==> src/rtl/par_serial_tx.sv <==
// Parallel-to-serial transmitter: frames a COM preamble after reset, then shifts
// out data bytes (or IDLE when unqualified) MSB-first on the 8x bit clock.
module par_serial_tx #(
    parameter logic [7:0] COM_SYM    = 8'hBC,
    parameter logic [7:0] IDLE_SYM   = 8'h7C,
    parameter int         SYNC_BYTES = 4
) (
    input  logic       clk_8f,
    input  logic       reset,
    input  logic [7:0] data_in,
    input  logic       valid_in,
    output logic       data_out,
    output logic       load_strobe,
    output logic       sync_done
);

    localparam logic [0:0] ST_SYNC   = 1'b0;
    localparam logic [0:0] ST_DATA   = 1'b1;
    localparam logic [7:0] SYNC_LAST = 8'(SYNC_BYTES - 1);

    logic [2:0] bit_cnt;
    logic [7:0] shreg;
    logic [0:0] state;
    logic [7:0] sync_cnt;
    logic [7:0] next_byte;

    assign load_strobe = (bit_cnt == 3'd7);
    assign data_out    = shreg[7];
    assign sync_done   = (state == ST_DATA);

    // Inputs are only looked at during SYNC-exit-free DATA load slots
    always_comb begin
        next_byte = COM_SYM;
        if (state == ST_DATA) begin
            next_byte = valid_in ? data_in : IDLE_SYM;
        end
    end

    always_ff @(posedge clk_8f or posedge reset) begin
        if (reset) begin
            bit_cnt  <= 3'd7;
            shreg    <= 8'h00;
            state    <= ST_SYNC;
            sync_cnt <= 8'd0;
        end else begin
            bit_cnt <= bit_cnt + 3'd1;
            if (load_strobe) begin
                shreg <= next_byte;
            end else begin
                shreg <= {shreg[6:0], 1'b0};
            end
            // The edge that ends SYNC still loads COM; data starts one byte later
            if (load_strobe && state == ST_SYNC) begin
                if (sync_cnt == SYNC_LAST) begin
                    state <= ST_DATA;
                end else begin
                    sync_cnt <= sync_cnt + 8'd1;
                end
            end
        end
    end

endmodule

==> config.mk <==
export PLATFORM = sky130hd
export DESIGN_NAME = par_serial_tx
export DESIGN_NICKNAME = d
export VERILOG_FILES = /design/src/rtl/par_serial_tx.sv
export SDC_FILE = /design/constraint.sdc
export NUM_CORES = 1
export LEC_CHECK = 0
export ABC_AREA = 1
export BUFFER_PORTS_ARGS = -buffer_cell sky130_fd_sc_hd__buf_2
export CORE_UTILIZATION = 58
export DETAILED_ROUTE_END_ITERATION = 6
export PLACE_DENSITY = 0.81
export SLEW_MARGIN = 20
export SYNTH_ARGS = -nofsm -noshare
export SYNTH_HDL_FRONTEND = slang
export SYNTH_SLANG_ARGS = --single-unit
==> constraint.sdc <==
create_clock -name clk_8f -period 3.3 [get_ports clk_8f]
set_input_delay 0.66 -clock clk_8f [delete_from_list [all_inputs] [get_ports clk_8f]]
set_output_delay 0.66 -clock clk_8f [all_outputs]
set_load 0.05 [all_outputs]
==> impl_metrics.json <==
{
  "critical_path.max_fanout": 2,
  "grt_overflow": 0,
  "routed_via_density": 5.19,
  "fin_ws_ps": 1220,
  "filler_cell_count": 123,
  "final_layout_size_suffix_gt1_frac": 0.200,
  "arrival_ps": 1420,
  "post_synthesis_instance_total": 115,
  "maxCapViolations": 0,
  "min_period_ps": 2080,
  "commonest_non_fill_non_tap_cell_in_the_layout": "sky130_fd_sc_hd__nand2_1",
  "simple_gate_share_of_the_synthesized_area": 0.278,
  "synth_cell_type_count": 21,
  "totalWireLength_um": 1620,
  "end_kind": "primary output",
  "unrepaired_setup_endpoints_after_global_routing": "false",
  "total_power_mw": 0.409,
  "cts_max_path_buffers": 2,
  "layout_common_cells": "sky130_fd_sc_hd__nand2_1 (42), sky130_fd_sc_hd__dfrtp_1 (17), sky130_fd_sc_hd__buf_2 (13)",
  "dp_worst_setup_slack_ps": 1540,
  "tritoncts_num_sinks": 20,
  "power.static_leakage_nw": 0.595,
  "timing.final.hold_violations": 0,
  "initial_utilization": 0.636,
  "synth_fa_ha_area_frac": 0.0511,
  "numCtsBuffers": 3,
  "synth_top_family_by_area": "simple AND/OR/NAND/NOR gates",
  "layout.core_utilization": 0.704,
  "die_area_sq_mm": 0.00186,
  "postSynthAreaPerCell_sq_um": 8.52,
  "worst-r2r-setup-slack_ps": 1670,
  "place.gp.congestion": 0.790,
  "tritoncts": "yes",
  "combPwrFrac": 0.044,
  "synth.top_cell.area_share": 0.434,
  "worst_r2r_path_depth": 7,
  "synthTopCellsByArea": "sky130_fd_sc_hd__dfrtp_1 (43%), sky130_fd_sc_hd__nand2_1 (16%), sky130_fd_sc_hd__dfstp_2 (8.0%), sky130_fd_sc_hd__ha_1 (5.1%), sky130_fd_sc_hd__inv_1 (4.2%)",
  "synth_nets": 130,
  "core_region_area_sq_mm": 0.00154,
  "max_slew_violation_count": 0,
  "grt_first_pass_wirelength_um": 3010,
  "hold_path_class": "register to register",
  "synth_compound_area_frac": 0.0664,
  "width_of_the_die_um": 43.1,
  "io-pin-count": 14,
  "h-tree-depth": 1,
  "tns_ps": 0,
  "dr.pass1.iters": 4,
  "clock_power_share": 0.343,
  "internal-power_mw": 0.324,
  "share_seq_of_total_power": 0.613,
  "area_growth_from_synthesis_to_layout_pct": 10.7,
  "netlist_area_sq_um": 980,
  "clk-insertion-delay-late_ps": 300,
  "cp.required_ps": 2640,
  "largest_net_degree_at_the_start_of_global_routing": 21,
  "placementRows": 14,
  "achievable-frequency_mhz": 480,
  "timing.critical_path.to": "load_strobe",
  "crit_path_start_kind": "register",
  "synth.area.mux_share": 0,
  "post-route-drc-count": 0,
  "critical_path_class": "register to primary output",
  "regToRegEndpoint": "sync_cnt[4]",
  "postCtsSetupRepairBufs": 0,
  "finClkSkew_ps": 5.43,
  "drt.antenna.violating_nets": 0,
  "ys_ff_latch": 20,
  "drt_iter0_drc": 13,
  "detailed_place_hpwl_um": 1240,
  "synth.yosys.seq_area_share": 0.515,
  "crit-reg2reg-launch": "bit_cnt[0]",
  "post-synth-top-area-cell": "sky130_fd_sc_hd__dfrtp_1",
  "worst_slew_margin_rel": 0.520,
  "cts.root.buffer_cell": "sky130_fd_sc_hd__clkbuf_4",
  "worst-slew-pin-transition_ps": 719,
  "grt_pass1_vias": 753,
  "post_cts_resized": 0,
  "power_density_mw_per_mm2": 377,
  "detail_route.wl_per_cell_um": 11.1,
  "detailroute.via_count": 758,
  "antenna_violations_before_repair": 0,
  "global_routing_usage_summed_across_all_routing_layers": 0.219,
  "clk_transition_reported_paths_ps": 100,
  "result_of_the_run": "complete, no violations",
  "die_h_um": 43.1,
  "startpoint": "bit_cnt[0]",
  "final_nets": 146,
  "antenna_diode_count": 0,
  "xor_xnor_cell_area_share_of_the_yosys_netlist": 0.0268,
  "total_switching_power_mw": 0.0845,
  "switching_share": 0.207,
  "post_cts_hold_buffer_count": 0,
  "placement.io_buffers": 13,
  "final_period_utilization": 0.631,
  "vdd_drop_max_uv": 221,
  "report.final.setup_viol": 0,
  "yosysWarningCount": 0
}
[layer usage]
layer,global-route usage,up-vias,part of all wire
li1,-,390,-
met4,0.127,0,0.019
met3,0.0383,4,0.025
met1,0.271,355,0.47
met2,0.355,9,0.49
met5,0,-,0
[Yosys cell counts]
| master | instances |
|---|---|
| sky130_fd_sc_hd__nor2_4 | 1 |
| sky130_fd_sc_hd__ha_1 | 4 |
| sky130_fd_sc_hd__dfstp_2 | 3 |
| sky130_fd_sc_hd__xor2_1 | 1 |
| sky130_fd_sc_hd__nor2_1 | 9 |
| sky130_fd_sc_hd__buf_6 | 1 |
| sky130_fd_sc_hd__dfrtp_1 | 17 |
| sky130_fd_sc_hd__nor2_2 | 2 |
| sky130_fd_sc_hd__inv_1 | 11 |
| sky130_fd_sc_hd__xnor2_1 | 2 |
| sky130_fd_sc_hd__nand2_1 | 42 |
| sky130_fd_sc_hd__a21oi_1 | 1 |
| sky130_fd_sc_hd__inv_2 | 1 |
| sky130_fd_sc_hd__nor3_1 | 2 |
| sky130_fd_sc_hd__buf_2 | 1 |
| sky130_fd_sc_hd__nand2_2 | 1 |
| sky130_fd_sc_hd__o21ai_0 | 2 |
| sky130_fd_sc_hd__nand2_4 | 1 |
| sky130_fd_sc_hd__o21ai_1 | 3 |
| sky130_fd_sc_hd__o22a_1 | 4 |
| sky130_fd_sc_hd__nand3_1 | 6 |
[logic make-up (layout without fill, tap and decap cells)]
| group | Yosys count | count (layout) |
|---|---|---|
| AND/OR/NAND/NOR | 64 | 64 |
| flip-flops | 20 | 20 |
| XOR/XNOR | 3 | 3 |
| AO/OA/AOI/OAI | 10 | 10 |
| buffers and inverters | 14 | 29 |
| adder cells (fa/ha/maj) | 4 | 4 |
[power groups by stage]
stage	Sequential [mW]	Clock [mW]	Combinational, mW
after floorplan	0.257	0	0.00773
after global placement	0.255	0	0.0178
after detailed placement	0.255	0	0.0184
after CTS	0.251	0.146	0.0184
after global routing	0.251	0.155	0.0205
final	0.251	0.140	0.0178
[through the flow]
stage	hold WS, ps	std cells	instance area, sq um
after floorplan	418	115	980
final	452	146	1080
after detailed placement	431	142	1050
after CTS	459	146	1080
after global routing	486	146	1080
after global placement	427	142	1050
[cell type report]
type	instances	area [sq um]	area share
Timing Repair Buffer	13	65.1	0.0600
Multi-Input combinational cell	81	414	0.382
Clock buffer	4	36.3	0.0334
Tap cell	16	20.0	0.0185
Sequential cell	20	504	0.465
Inverter	12	45.0	0.0415
[state kept, by name (all words and copies together), names as in the netlist]
name and cells:
bit_cnt 3, shreg 8, sync_cnt 8, sync_done 1
[critical path: stages (launching register included)]
cell and delay (ps):
sky130_fd_sc_hd__dfstp_2 550, sky130_fd_sc_hd__ha_1 160, sky130_fd_sc_hd__ha_1 160, sky130_fd_sc_hd__buf_2 260
[how the worst min path moves through the flow]
stage	depth (start not counted)	startpoint	endpoint
floorplan	1	bit_cnt[0]	bit_cnt[0]
global placement	1	bit_cnt[0]	bit_cnt[0]
detailed placement	1	bit_cnt[0]	bit_cnt[0]
CTS	1	bit_cnt[0]	bit_cnt[0]
global route	1	bit_cnt[0]	bit_cnt[0]
finish	1	bit_cnt[0]	bit_cnt[0]
Note: power is estimated with default switching activity, not from simulation.
